$ cat src/rtl/adc_spi_responder.sv
// SPI responder emulating an 8-channel 12-bit ADC: returns the addressed sample on dout.
// Define ADC_RESP_TRISTATE_EN to add a dout_oe port for tri-stating the pin.
//
// state  | meaning
// IDLE   | cs high, dout held 0, waiting for cs fall
// ACTIVE | frame in progress, dout = shift register MSB
module adc_spi_responder #(
  parameter int NUM_CH = 8,
  parameter int DATA_W = 12
) (
  input  logic                     clk,
  input  logic                     rst_n,
  input  logic                     cs,
  input  logic                     sclk,
  input  logic                     din,
  input  logic [NUM_CH*DATA_W-1:0] sample_in,
  output logic                     dout,
  output logic [2:0]               cur_addr,
  output logic [2:0]               next_addr,
  output logic                     frame_done,
  output logic                     busy
`ifdef ADC_RESP_TRISTATE_EN
  ,
  output logic                     dout_oe
`endif
);

  typedef enum logic {IDLE = 1'b0, ACTIVE = 1'b1} state_t;

  state_t      state, state_nxt;
  logic [15:0] shreg;
  logic [3:0]  cnt;
  logic        reload_pend;

  logic cs_s1, cs_s2, cs_d;
  logic sclk_s1, sclk_s2, sclk_d;
  logic din_s1, din_s2;
  logic cs_fall, cs_rise, sclk_rise, sclk_fall;

  // Synchronisers carry no reset so a reset taken while cs is low cannot fake a cs fall.
  always_ff @(posedge clk) begin
    cs_s1   <= cs;
    cs_s2   <= cs_s1;
    cs_d    <= cs_s2;
    sclk_s1 <= sclk;
    sclk_s2 <= sclk_s1;
    sclk_d  <= sclk_s2;
    din_s1  <= din;
    din_s2  <= din_s1;
  end

  assign cs_fall   = ~cs_s2 & cs_d;
  assign cs_rise   = cs_s2 & ~cs_d;
  assign sclk_rise = sclk_s2 & ~sclk_d;
  assign sclk_fall = ~sclk_s2 & sclk_d;

  function automatic logic [15:0] frame_word(input logic [2:0] ch,
                                             input logic [NUM_CH*DATA_W-1:0] s);
    logic [11:0] lj;
    lj = '0;
    for (int k = 0; k < NUM_CH; k++) begin
      if (ch == 3'(k)) lj[11 -: DATA_W] = s[k*DATA_W +: DATA_W];
    end
    return {4'b0000, lj};
  endfunction

  always_ff @(posedge clk) begin
    if (!rst_n) state <= IDLE;
    else        state <= state_nxt;
  end

  always_comb begin
    state_nxt = state;
    case (state)
      IDLE:    if (cs_fall) state_nxt = ACTIVE;
      ACTIVE:  if (cs_rise) state_nxt = IDLE;
      default: state_nxt = IDLE;
    endcase
  end

  always_comb begin
    busy = 1'b0;
    dout = 1'b0;
    if (state == ACTIVE) begin
      busy = 1'b1;
      dout = shreg[15];
    end
  end

`ifdef ADC_RESP_TRISTATE_EN
  assign dout_oe = busy;
`endif

  always_ff @(posedge clk) begin
    if (!rst_n) begin
      shreg       <= '0;
      cnt         <= '0;
      reload_pend <= 1'b0;
      cur_addr    <= '0;
      next_addr   <= '0;
      frame_done  <= 1'b0;
    end else begin
      frame_done <= 1'b0;
      case (state)
        IDLE: begin
          if (cs_fall) begin
            cur_addr    <= next_addr;
            shreg       <= frame_word(next_addr, sample_in);
            cnt         <= '0;
            reload_pend <= 1'b0;
          end
        end
        ACTIVE: begin
          if (cs_rise) begin
            cnt         <= '0;
            reload_pend <= 1'b0;
          end else if (sclk_rise) begin
            case (cnt)
              4'd2:    next_addr[2] <= din_s2;
              4'd3:    next_addr[1] <= din_s2;
              4'd4:    next_addr[0] <= din_s2;
              default: ;
            endcase
            if (cnt == 4'd15) begin
              frame_done  <= 1'b1;
              cur_addr    <= next_addr;
              cnt         <= '0;
              reload_pend <= 1'b1;
            end else begin
              cnt <= cnt + 4'd1;
            end
          end else if (sclk_fall) begin
            // The leading fall before the first rise of a frame must not consume bit 0.
            if (reload_pend) begin
              shreg       <= frame_word(cur_addr, sample_in);
              reload_pend <= 1'b0;
            end else if (cnt != 4'd0) begin
              shreg <= {shreg[14:0], 1'b0};
            end
          end
        end
        default: ;
      endcase
    end
  end

endmodule

$ cat config.mk
export PLATFORM = sky130hd
export DESIGN_NAME = adc_spi_responder
export DESIGN_NICKNAME = d
export VERILOG_FILES = /design/src/rtl/adc_spi_responder.sv
export SDC_FILE = /design/constraint.sdc
export NUM_CORES = 1
export LEC_CHECK = 0
export ABC_AREA = 1
export BUFFER_PORTS_ARGS = -buffer_cell sky130_fd_sc_hd__buf_2
export CORE_MARGIN = 4
export CORE_UTILIZATION = 50
export DETAILED_ROUTE_END_ITERATION = 6
export PLACE_DENSITY = 0.88
export SLEW_MARGIN = 20
export SYNTH_ARGS = -nofsm -noshare
export SYNTH_HDL_FRONTEND = slang
export SYNTH_SLANG_ARGS = --single-unit
$ cat constraint.sdc
create_clock -name clk -period 4.05 [get_ports clk]
set_input_delay 0 -clock clk [delete_from_list [all_inputs] [get_ports clk]]
set_output_delay 0 -clock clk [all_outputs]
set_load 0.01 [all_outputs]
# [Yosys cells after proc, flatten, opt, wreduce, memory -nomap -nowiden]
# Index checks and enable logic that the tools add are counted.
[totals] register_bits=37 output_inout_bits=9 wordCells=114
[classes] addsub=1 n_eq_ne=28 n_mux=45 n_bitwise=12 n_reduce_logical=11
[ops] op="12-bit 2-to-1 mux" n=16
[ops] op="16-bit 2-to-1 mux" n=6
[ops] op="16-bit case mux with 2 select lines" n=1
[ops] op="3-bit equality test (second input constant)" n=8
[ops] op="4-bit 2-to-1 mux" n=4
[ops] op="4-bit AND reduction" n=4
[ops] op="3-bit by 2-bit equality test with 1-bit output (second input constant)" n=4
[ops] op="3-bit 2-to-1 mux" n=4
[ops] op="1-bit 2-to-1 mux" n=10
[ops] op="4-bit by 2-bit equality test with 1-bit output (second input constant)" n=2
[ops] op="1-bit NOT" n=8
[ops] op="4-bit case mux with 2 select lines" n=1
[ops] op="3-bit by 1-bit equality test with 1-bit output (second input constant)" n=2
[ops] op="3-bit zero test" n=2
[ops] op="2-bit by 1-bit != test with 1-bit output (second input constant)" n=3
[ops] op="2-bit != test (second input constant)" n=3
[ops] op="3-bit by 1-bit != test with 1-bit output (second input constant)" n=2
[ops] op="3-bit case mux with 2 select lines" n=1
[ops] op="5-bit AND reduction" n=1
[ops] op="4-bit by 1-bit adder with 4-bit output (second input constant)" n=1
[ops] op="1-bit bitwise AND" n=4
[ops] op="4-bit by 3-bit equality test with 1-bit output (second input constant)" n=1
[ops] op="4-bit equality test (second input constant)" n=1
[ops] op="4-bit by 1-bit != test with 1-bit output (second input constant)" n=1
[ops] op="other kinds (6)" n=7

# [Longest topological paths before layout]
# Gate-level depths: netlist of run 1.
[depth] word_depth=14 ltp_mapped=12 mapped_depth_nobuf=11

# [Worst setup path after synthesis of run 1]
# OpenSTA, ideal clock, no wires.
[synth_path] path_kind="reg-to-reg" start="register state" end="register shreg[8]" setup_ps=109 t_arrival_ps=1431 path_slack_ps=2510 path_stages_with_launch=11 path_buffers=1 period_less_slack_ps=1540 path_cell_list="dfxtp_1 -> inv_2 -> a21oi_4 -> nand3_1 -> nand2_1 -> nand2_2 -> buf_2 -> a21oi_1 -> nand3_1 -> nand2_1 -> inv_1"
[synth_via] elab_chain_len=3
[synth_rtl] item="start: declaration" line_no="30" text="state_t state, state_nxt;"
[synth_rtl] item="start signal: assignment" line_no="69" text="else state <= state_nxt;"
[synth_rtl] item="1-bit NOT"
[synth_rtl] item="2-bit != test (no line)"
[synth_rtl] item="5-bit AND reduction (no line)"
[synth_rtl] item="end signal: assignment" line_no="108" text="shreg <= frame_word(next_addr, sample_in);"
[synth_rtl] item="end signal: assignment" line_no="135" text="shreg <= frame_word(cur_addr, sample_in);"
[synth_rtl] item="end signal: assignment" line_no="138" text="shreg <= {shreg[14:0], 1'b0};"
[synth_rtl] item="end: declaration" line_no="31" text="logic [15:0] shreg;"
# Parallel ways exist; a longest one is shown, timed or not.
# A chain may end at the register's enable or synchronous reset.

# [Final worst setup path of run 1]
[layout_path] start="register state" end="register shreg[10]"
# Same word-level chain as after synthesis.

==> results of run 1 <==
## worst register-to-register path, stage by stage, from the launching register on
cell     delay (ns)
dfxtp_1        0.67
inv_2          0.17
nor2_2         0.47
nand3_1        0.16
nand2_2        0.31
inv_2          0.21
nor2_1         0.14
nor2_1         0.05
nand2_1        0.08
inv_1          0.03
## layout make-up
| class | count | area [um2] | share of cell area |
|---|---|---|---|
| clock buffers | 6 | 82.6 | 0.0218 |
| clock inverters | 1 | 7.51 | 0.00198 |
| inverters | 65 | 244 | 0.0645 |
| multi-input cells | 430 | 2020 | 0.533 |
| flip-flops and latches | 37 | 741 | 0.196 |
| well taps | 75 | 93.8 | 0.0248 |
| repair buffers | 115 | 598 | 0.158 |
## per-stage QoR
step	area (um2)	setup slack (ns)	instances	total power (uW)	hold WS, ns
finish	3780	1.67	729	901	0.0460
global route	3780	1.43	729	953	0.0402
CTS	3780	1.74	729	897	0.0368
detailed placement	3660	1.78	719	636	0.104
global placement	3660	1.86	719	631	0.103
floorplan	3130	2.51	556	538	0.0277
## where the power goes
group	switching (uW)	internal, uW	total [uW]	leakage (uW)
combinational	145	92.4	237	0.00153
clock	128	134	263	0.0000433
sequential	17.7	383	401	0.000304
## logic make-up (layout without fill, tap and decap cells)
family / after synthesis / after routing / share of synthesized area
AO/OA/AOI/OAI: 90 / 90 / 0.149
XOR/XNOR: 1 / 1 / 0.00280
adder cells (fa/ha/maj): 5 / 5 / 0.0200
buffers and inverters: 89 / 187 / 0.119
flip-flops: 37 / 37 / 0.237
AND/OR/NAND/NOR: 334 / 334 / 0.473
## what timing repair did
action | in CTS | in global routing
setup endpoints to repair | 0 | 0
buffers inserted | 0 | 0
hold buffers | 3 | 0
hold endpoints to repair | 3 | 0
## cell usage after synthesis
master,count,share of area
a21oi_4,1,0.0052
o21ai_0,9,0.014
nand3_1,49,0.078
a21oi_1,76,0.12
nor2_1,72,0.086
buf_2,16,0.026
a211oi_1,2,0.0048
nor3_2,11,0.035
buf_4,3,0.0072
buf_6,1,0.0036
nand2_2,1,0.0020
xor2_1,1,0.0028
dfxtp_1,37,0.24
nor3_1,5,0.0080
inv_2,8,0.0096
clkbuf_1,4,0.0048
nor2_2,1,0.0020
clkinv_1,2,0.0024
o21ai_1,2,0.0032
nand4_1,34,0.068
nand2_1,161,0.19
inv_1,55,0.066
ha_1,5,0.020
## layer usage
metal,track usage,part of all wire,vias up
li1,-,-,2009
met2,0.455,0.46,270
met1,0.365,0.40,1759
met3,0.0568,0.12,30
met5,0,0,-
met4,0.0962,0.023,0
## sequential cells by signal, summed over array words and instances, names as in the netlist
name	flops
shreg	16
cnt	4
cur_addr	3
next_addr	3
cs_d	1
cs_s1	1
cs_s2	1
din_s1	1
din_s2	1
frame_done	1
reload_pend	1
sclk_d	1
sclk_s1	1
sclk_s2	1
state	1
## final timing paths
kind | startpoint | to | depth (start not counted)
min | rst_n | cur_addr[1] | 3
max reg2reg | state | shreg[10] | 9
min reg2reg | cs_s1 | cs_s2 | 0
max | state | shreg[10] | 9
==> flow_results.org, run 1 <==
** Outcome
- Outcome :: complete, no violations

** Cells and area
- Diodes inserted :: 0
- Utilization after layout :: 0.632
- Layout area overhead :: 20.9%
- The library cells used most frequently in the layout, excluding fill and tap cells, are nand2_1, buf_2, a21oi_1.
- Of the cells placed in the final design, the portion with a size suffix greater than 1 is 0.216.
- Fill cells in the final layout number approximately 570.
- The net count of the finished layout is 760.
- Leaving out fill and tap cells, the most frequent cell in the layout is nand2_1.

** Timing
- Sum Neg Setup Slack :: 0 ns
- Measured against its own limit, the worst slew margin works out to 0.409.
- Setup violators final :: 0
- The clock period could shrink to 2.38 ns.
- RSZ-0062 raised after global routing :: false
- Max-slew violations :: 0
- Clk_skew :: 0.00877 ns
- At the pin with the least slew margin, the transition time is 0.882 ns.
- Derived from the worst setup path, the maximum achievable clock frequency is roughly 420 MHz.
- The final count of hold timing violations was 0.
- Of the available clock period, the critical path in the final layout requires 0.588.

** Routing
- Antenna viol nets, final :: 0
- In the routed layout, each cell is associated on average with a via count of between 5 and 6.
- For this run, design rule violations remaining after detail routing come to 0.
- Total Wirelength :: approximately 10000 um
- Via count :: 4068
- Iteration-0 DRC count of the detailed router :: between 500 and 600
- Routed len/inst :: 14.4 um
- Count of TritonRoute iterations in the first routing pass :: 6

** Synthesis
- For this run, the register share of the synthesized area comes to 0.237.
- Count of distinct cell types in the synthesized netlist :: 23
- The number of nets handed over by synthesis was between 600 and 700.
- Syn Inst Count :: between 500 and 600
- Number of storage elements in the synthesis netlist :: 37
- Summing every instance area after synthesis gives about 0.0031 mm2.
- Mean cell area of the mapped netlist :: approximately 5.6 um2
- Warnings, synthesis :: 0

** Global routing
- Global-route usage over all layers :: 0.279
- Maximum number of pins on one net before global-route repair :: 24
- For this run the aggregate overflow at the end of global routing stands at 0.
- First-pass GRT wire length :: between 15000 and 20000 um
- The number of global-route vias before repair is between 3000 and 4000.
- Antenna violations before repair :: 0

** Critical path
- STA puts the critical path data required time at roughly 4.2 ns.
- Critical path fanouts, max :: 18
- WP buf/inv :: 3
- CP max-delay cell :: dfxtp_1
- The worst setup path is captured at a flip-flop.
- In this run the register-to-register setup slack is roughly 1.7 ns.
- Largest delay share family, worst path :: simple AND/OR/NAND/NOR gates
- The critical path is of the reg -> reg type.
- STA classifies the critical path startpoint as a flip-flop.
- In this design, the stage delay of the slowest critical-path cell is 0.67 ns.
- Arrival time at the worst endpoint :: between 2 and 3 ns
- Worst path cell trace :: inv_2 -> nor2_2 -> nand3_1 -> nand2_2 -> inv_2 -> nor2_1 -> nor2_1 -> nand2_1 -> inv_1

** CTS
- The cell sitting at the root of the clock tree is a clkbuf_8.
- The H-tree was split into 2 levels.
- After clock tree synthesis, the clock-pin slew on the worst setup and hold paths is approximately 0.08 ns.
- Sink Count :: 37
- Resized cells post-CTS :: 0
- At the later pin of the worst-skew pair, clock insertion delay measures 0.29 ns.
- TritonCTS built the clock tree.
- Maximum buffer depth of the clock tree :: 2
- Clock tree synthesis inserted a total of 5 buffers.

** Die
- Die Span Y :: just under 90 um
- Die boundary width :: a little under 90 um
- Floorplan Core Area :: approximately 0.0060 mm2
- Io pins :: 110
- Effective utilization at floorplan :: 0.523
- Number of rows in the core area :: 28
- Total die area :: roughly 0.0076 mm2

** Flow run
- The tool flagged a number of max-cap violations equal to 0.

** Power
- Dividing total power by cell area gives a power density of roughly 240 mW/mm2.
- VDD sags by at most about 0.19 mV.
- Summed over all cells, the static leakage comes to around 0.0019 uW.

** Place
- Placed wire-length estimate after detailed placement :: about 8000 um
- Routability-driven placement finished with a final weighted congestion of between 0.9 and 1.
- In this run the tool buffered the top-level ports with ~110 buffer cells.

** Worst hold path
- The tightest min-delay check is of the in -> reg type.
(Power assumes the default switching activity.)
==> run 2: changes to the inputs <==
- ABC_AREA: 1 -> 0
- CORE_UTILIZATION: 50 -> 47
- PLACE_DENSITY: 0.88 -> 0.86
- clock period: 4.05 -> 2.15 ns (I/O delays scaled with it)
==> flow_results.org, run 2 <==
** Synthesis
- The number of synthesized register bits came to 37 (unchanged).
- Synth Cell Area :: 0.00333 mm2 (was 0.00313 mm2)
- The number of enable flip-flop cells after synthesis is 0 (unchanged).
- Syn Inst Count :: 395 (was 556)
- The most frequent cell after synthesis is dfxtp_1 (was nand2_1).
- Warnings, synthesis :: 0 (unchanged)
- Mean cell area of the mapped netlist :: 8.44 um2 (was 5.63 um2)
- Top cells by count, synth :: dfxtp_1, nand2_1, o21ai_0 (was nand2_1, a21oi_1, nor2_1)
- The register area share after synthesis came to 0.222 (was 0.237).
- The most used flip-flop cell after synthesis is dfxtp_1 (unchanged).
- The proportion of register bits with asynchronous set or reset after synthesis is 0 (unchanged).
- Leading area contributor after synthesis :: dfxtp_1 (unchanged)
- Cell types occupying the most area after synthesis: dfxtp_1, mux4_2, mux2i_1 (was dfxtp_1, nand2_1, a21oi_1).
- The number of nets in the synthesized netlist came to 501 (was 662).
- Count of distinct cell types in the synthesized netlist :: 51 (was 23)
- Fraction of synthesized cell area taken by the top area cell type :: 0.222 (was 0.237)

** Global routing
- Vias in the first global route :: 3436 (was 3795)
- Met1 layer usage reported by global route :: 0.326 (was 0.365)
- The fraction of met3 tracks used by global routing is 0.0336 (was 0.0568).
- The first-pass GRT wire length came to 16600 um (was 17300 um).
- The number of antenna violations at the first check in global routing is 0 (unchanged).
- The met2 routing resource usage after global routing was 0.381 (was 0.455).
- The largest net degree at the start of global routing is 32 (was 24).
- Most heavily used metal layer in global routing :: met2 (unchanged)
- Global-route usage over all layers :: 0.236 (was 0.279)
- The total congestion overflow after global routing was 0 (unchanged).

** Cells and area
- Share of cells above drive strength 1 :: 0.345 (was 0.216)
- Utilization after layout :: 0.600 (was 0.632)
- Layout filler cell count :: 634 (was 567)
- The number of nets in the layout was 608 (was 760).
- Most common cell after layout, fill and taps aside :: buf_2 (was nand2_1)
- The count of placed standard cells in the final layout, fillers left out is 598 (was 729).
- The area of the multi-input gates was 0.00238 mm2 (was 0.00202 mm2).
- Largest registers in the final layout :: shreg: 16 flops, cnt: 4 flops (unchanged)
- Diodes inserted :: 0 (unchanged)
- Most flops, register :: shreg (unchanged)
- Largest register FFs :: 16 (unchanged)
- Highest-count cells in the layout ignoring fill and taps :: buf_2, dfxtp_1, nand2_1 (was nand2_1, buf_2, a21oi_1)
- The synthesis-to-layout area growth is 23.0% (was 20.9%).
- The sequential standard cell area is 743 um2 (was 741 um2).

** Routing
- The via density per instance is 6.13 (was 5.58).
- Routed len/inst :: 17.2 um (was 14.4 um)
- The overall routed net length is 10300 um (was 10500 um).
- Via count :: 3664 (was 4068)
- The number of iterations in the first detailed-routing pass was 4 (was 6).
- The remaining design rule violation count was 0 (unchanged).
- Antenna viol nets, final :: 0 (unchanged)
- The violation count after the first detailed-route iteration came to 294 (was 504).

** Critical path
- The kind of launch point of the worst setup path is a flip-flop (unchanged).
- The arrival time of data at the critical path endpoint is 2.09 ns (was 2.58 ns).
- Largest delay share family, worst path :: multiplexers (was simple AND/OR/NAND/NOR gates)
- CP max-delay cell :: mux4_1 (was dfxtp_1)
- Endpoint type of the worst setup path :: flip-flop (unchanged)
- Worst Path Required :: 2.31 ns (was 4.24 ns)
- Type of the setup path with the least slack :: reg -> reg (unchanged)
- Slowest stage delay, CP :: 0.61 ns (was 0.67 ns)
- Worst path cell trace :: mux4_1 -> mux2i_1 -> nor2_1 -> a221oi_1 -> a21oi_1 (was inv_2 -> nor2_2 -> nand3_1 -> nand2_2 -> inv_2 -> nor2_1 -> nor2_1 -> nand2_1 -> inv_1)
- The number of buffer and inverter instances along the worst setup path is 0 (was 3).
- Critical path fanouts, max :: 16 (was 18)

** Power
- The total leakage power is 0.00166 uW (was 0.00188 uW).
- Total power density per cell area :: 374 mW/mm2 (was 238 mW/mm2)
- Pwr Total :: 1530 uW (was 901 uW)
- The maximum vdd drop came to 0.362 mV (was 0.191 mV).

** Die
- Effective utilization at floorplan :: 0.488 (was 0.523)
- Die boundary width :: 92.2 um (was 87.1 um)
- The row count came to 30 (was 28).
- The core outline area is 0.00683 mm2 (was 0.00599 mm2).
- Total die area :: 0.00851 mm2 (was 0.00759 mm2)
- The number of ports placed on the die boundary came to 110 (unchanged).
- Die Span Y :: 92.2 um (was 87.1 um)

** Timing
- The final critical-path share of the clock period was 0.896 (was 0.588).
- The number of pins exceeding their max-slew limit in the final report is 0 (unchanged).
- The worst clock skew came to 0.00501 ns (was 0.00877 ns).
- The total negative slack was 0 ns (unchanged).
- The worst max-slew margin expressed relative to the limit was 0.627 (was 0.409).
- The final worst slack came to 0.223 ns (was 1.67 ns).
- Transition time of the tightest slew-check pin :: 0.560 ns (was 0.882 ns)
- RSZ-0062 raised after global routing :: false (unchanged)
- The clock period minus worst slack is 1.93 ns (was 2.38 ns).
- The final setup violation count came to 0 (unchanged).
- The final count of hold timing violations is 0 (unchanged).
- The peak clock frequency supported by timing came to 519 MHz (was 420 MHz).

** CTS
- Clock Latency Late Sink :: 0.29 ns (about the same)
- The total clock buffers created by CTS came to 5 (unchanged).
- The post-CTS repair timing setup buffer count was 0 (unchanged).
- The CTS tree is built (unchanged).
- The quantity of gates resized following cts is 0 (unchanged).
- Maximum buffer depth of the clock tree :: 2 (unchanged)
- Hold bufs inserted after CTS :: 3 (unchanged)
- The clock-pin slew reported for the worst setup and hold paths after clock tree synthesis was 0.07 ns (was 0.08 ns).
- The TritonCTS sink count was 37 (unchanged).
- Root cell of the clock tree :: clkbuf_8 (unchanged)
- The deepest level of the CTS H-tree was 2 (unchanged).

** Outcome
- Outcome: complete, no violations (unchanged).

** Worst hold path
- Type of the worst min-delay path :: in -> reg (unchanged)

** Place
- Placed wire-length estimate after detailed placement :: 7900 um (was 8020 um)
- DP Worst Slack :: 0.243 ns (was 1.78 ns)
- Cell Count Post-Placement :: 588 (was 719)
- The global placement routability congestion was 0.973 (was 0.963).
- Count of buffers inserted at the top-level ports :: 109 (unchanged)

** Flow run
- The max capacitance violation total was 0 (unchanged).
run 2: worst paths after layout:
check | from | to | slack, ns | depth (start not counted)
max | next_addr[0] | shreg[2] | 0.22 | 5
min | sample_in[89] | shreg[5] | 0.11 | 3
max reg2reg | next_addr[0] | shreg[2] | 0.22 | 5
min reg2reg | sclk_s1 | sclk_s2 | 0.33 | 0
run 2: area by class of cell:
| type | instances | share of cell area |
|---|---|---|
| Multi-Input combinational cell | 316 | 0.581 |
| Timing Repair Buffer | 134 | 0.181 |
| Inverter | 8 | 0.00732 |
| Tap cell | 96 | 0.0293 |
| Clock buffer | 7 | 0.0210 |
| Sequential cell | 37 | 0.181 |
run 2: logic make-up after synthesis:
| family | Yosys count | synth area share |
|---|---|---|
| buf+inv | 42 | 0.0638 |
| fa+ha+maj | 5 | 0.0188 |
| compound gates | 139 | 0.284 |
| flops | 37 | 0.222 |
| mux | 53 | 0.225 |
| simple gates | 119 | 0.186 |
run 2: metal layers:
layer / vias up / wire length (um)
li1: 1728 / -
met5: - / 0
met1: 1727 / 4530
met2: 191 / 4780
met4: 0 / 142
met3: 18 / 854
run 2: per-stage QoR:
step,hold slack [ns],area (um2)
2_1_floorplan,0.0277,3330
3_3_place_gp,0.102,3990
3_5_place_dp,0.105,3990
4_1_cts,0.0973,4100
5_1_grt,0.145,4100
6_report,0.107,4100
run 2: power breakdown:
| group | switching [uW] | internal, uW |
|---|---|---|
| sequential | 17.9 | 713 |
| clock | 230 | 254 |
| combinational | 152 | 165 |
run 2: worst min-delay path, delay by kind of cell:
kind / cells / cell delay (ns)
AO/OA/AOI/OAI: 2 / 0.26
buffers and inverters: 1 / 0.09
==> run 3: changes to the inputs <==
- clock period: 2.15 -> 1.6 ns (I/O delays scaled with it)
==> flow_results.org, run 3 (synthesis results as in run 2) <==
** Global routing
- The first-pass GRT wire length came to 19000 um (was 16600 um).
- The largest net degree at the start of global routing came to 32 (unchanged).
- Antenna violations before repair :: 0 (unchanged)
- Vias in the first global route :: 3980 (was 3436)
- The total routing resource utilization after global routing was 0.274 (was 0.236).
- Overflow left after global routing :: 0 (unchanged)

** Routing
- The via density per instance was 6.16 (was 6.13).
- Routed len/inst :: 19.7 um (was 17.2 um)
- The remaining design rule violation count came to 0 (unchanged).
- The overall routed net length was 12600 um (was 10300 um).
- Via count :: 3956 (was 3664)
- Count of TritonRoute iterations in the first routing pass :: 5 (was 4)
- Iteration-0 DRC count of the detailed router :: 243 (was 294)
- The count of nets left with antenna violations after detail routing was 0 (unchanged).

** Cells and area
- The most common cell after layout, fill and taps aside is buf_2 (unchanged).
- The final standard cell area without fillers was 0.00490 mm2 (was 0.00410 mm2).
- Highest-count cells in the layout ignoring fill and taps: buf_2, buf_4, nand2_1 (was buf_2, dfxtp_1, nand2_1).
- The count of placed standard cells in the final layout, fillers left out is 642 (was 598).
- The number of fill cells in the layout was 521 (was 634).
- The number of antenna diodes is 0 (unchanged).
- Most flops, register :: shreg (unchanged)
- The share of cells above drive strength 1 is 0.520 (was 0.345).
- Largest registers in the final layout: shreg: 16 flops, cnt: 4 flops (unchanged).
- The synthesis-to-layout area growth is 47.1% (was 23.0%).
- NumNets Final :: 651 (was 608)
- Largest register FFs :: 16 (unchanged)

** Timing
- The final critical-path share of the clock period came to 1.06 (was 0.896).
- The worst max-slew margin expressed relative to the limit came to 0.688 (was 0.627).
- Final period demand of the worst path :: 1.69 ns (was 1.93 ns)
- RSZ-0062 raised after global routing :: true (was false)
- The number of pins exceeding their max-slew limit in the final report came to 0 (unchanged).
- Setup violators final :: 7 (was 0)
- Post-layout worst setup margin :: -0.0902 ns (was 0.223 ns)
- Hold Violations, Final :: 0 (unchanged)
- Clk_skew :: 0.00350 ns (was 0.00501 ns)
- The peak clock frequency supported by timing is 592 MHz (was 519 MHz).
- Transition time of the tightest slew-check pin :: 0.468 ns (was 0.560 ns)

** Place
- The total instance count after detailed placement is 621 (was 588).
- The global placement routability congestion was 0.961 (was 0.973).
- DP Worst Slack :: -0.125 ns (was 0.243 ns)
- The cell area after placement was 0.00433 mm2 (was 0.00399 mm2).
- The final HPWL from detailed placement was 9130 um (was 7900 um).
- Count of buffers inserted at the top-level ports :: 109 (unchanged)

** Critical path
- CP max-delay cell :: mux4_2 (was mux4_1)
- The kind of launch point of the worst setup path is a flip-flop (unchanged).
- The largest fanout on the critical path is 6 (was 16).
- The kind of cell with the highest combined delay on the critical path is multiplexers (unchanged).
- Endpoint type of the worst setup path :: flip-flop (unchanged)
- Worst path cell trace :: buf_6 -> mux4_2 -> mux2i_1 -> o21ai_1 -> o221a_2 (was mux4_1 -> mux2i_1 -> nor2_1 -> a221oi_1 -> a21oi_1)
- Type of the setup path with the least slack :: reg -> reg (unchanged)
- The worst endpoint required time is 1.79 ns (was 2.31 ns).
- Slowest stage delay, CP :: 0.50 ns (was 0.61 ns)
- The arrival time of data at the critical path endpoint came to 1.88 ns (was 2.09 ns).
- WP buf/inv :: 1 (was 0)

** Die
- Number of rows in the core area :: 30 (unchanged)
- Io pins :: 110 (unchanged)
- The floorplan die width is 92.2 um (unchanged).
- The core outline area was 0.00683 mm2 (unchanged).
- Total die area :: 0.00851 mm2 (unchanged)
- The initial standard-cell utilization of the core was 0.488 (unchanged).
- Die Span Y :: 92.2 um (unchanged)

** Outcome
- Outcome: complete, but fails checks (was complete, no violations).
- Violated checks :: negative setup slack

** CTS
- Maximum buffer depth of the clock tree :: 2 (unchanged)
- The master cell of the clock root buffer is clkbuf_8 (unchanged).
- Clock Latency Late Sink :: 0.30 ns (was 0.29 ns)
- The CTS tree is built (unchanged).
- The total clock buffers created by CTS came to 5 (unchanged).
- Clock edge transition at the registers on the reported setup and hold paths :: 0.08 ns (was 0.07 ns)
- Maximum level of the CTS H-tree :: 2 (unchanged)
- The TritonCTS sink count is 37 (unchanged).

** Power
- The switching power as a share of total power is 0.297 (was 0.261).
- The maximum vdd drop came to 0.769 mV (was 0.362 mV).
- Clock network fraction of total power :: 0.311 (was 0.316)
- The areal power density over the cells was 441 mW/mm2 (was 374 mW/mm2).
- Combinational power share :: 0.236 (was 0.207)
- Share of total power in sequential cells :: 0.453 (was 0.477)
- The cell internal power dissipation is 1520 uW (was 1130 uW).
- LEAKAGE :: 0.00200 uW (was 0.00166 uW)
- The total net switching power was 642 uW (was 400 uW).

** Flow run
- Maxcap violations :: 0 (unchanged)

** Worst hold path
- Type of the worst min-delay path :: in -> reg (unchanged)
[run 3: cell types whose count changed in the layout (fill, tap and decap cells not counted), sizes merged]
cell    delta
buf       +42
clkinv     +3
clkbuf     -1
[run 3: cell type report]
cell class                 instances  area [um2]  area share
multi-input combinational        316        2680       0.546
timing repair buffer             177        1220       0.249
sequential                        37         763       0.156
tap                               96         120      0.0245
clock buffer                       5        68.8      0.0140
inverter                           8        30.0     0.00612
clock inverter                     3        22.5     0.00459
[run 3: tightest hold or removal path, stage by stage]
cell and delay (ns):
buf_2 0.10, o221ai_2 0.11, a21oi_1 0.12
[run 3: metal layers]
| metal | track usage | part of all wire |
|---|---|---|
| met3 | 0.0484 | 0.076 |
| met2 | 0.476 | 0.49 |
| met4 | 0.0903 | 0.029 |
| met1 | 0.341 | 0.40 |
| met5 | 0 | 0 |
[run 3: per-stage QoR]
step                TNS (ns)  hold WS, ns  utilization  total power [uW]
global placement      -0.244        0.103        0.634              1430
global route           -1.17       0.0794        0.718              2250
detailed placement     -1.18        0.104        0.634              1440
finish                -0.381       0.0626        0.718              2160
CTS                   -0.201       0.0801        0.684              2130
floorplan                  0       0.0277            -              1200
[run 3: path summary, 6_finish.rpt]
path                       from        to  slack (ns)  cells past startpoint
setup / recovery   next_addr[0]  shreg[0]       -0.09                      5
hold / removal    sample_in[89]  shreg[5]        0.06                      3
setup reg to reg   next_addr[0]  shreg[0]       -0.09                      5
hold reg to reg          din_s1    din_s2        0.34                      0
[run 3: what timing repair did]
item	CTS	global route
setup buffers	7	1
pin swaps	7	11
endpoints found under the hold margin	3	0
gates resized for setup	41	51
setup endpoints to repair	18	21
hold buffers	3	0
cloned	1	1
[run 3: power by group through the flow]
stage / combinational [uW] / sequential, uW / clock (uW)
CTS: 477 / 976 / 677
global route: 549 / 982 / 717
floorplan: 213 / 990 / 0
global placement: 430 / 997 / 0
finish: 511 / 979 / 672
detailed placement: 443 / 998 / 0
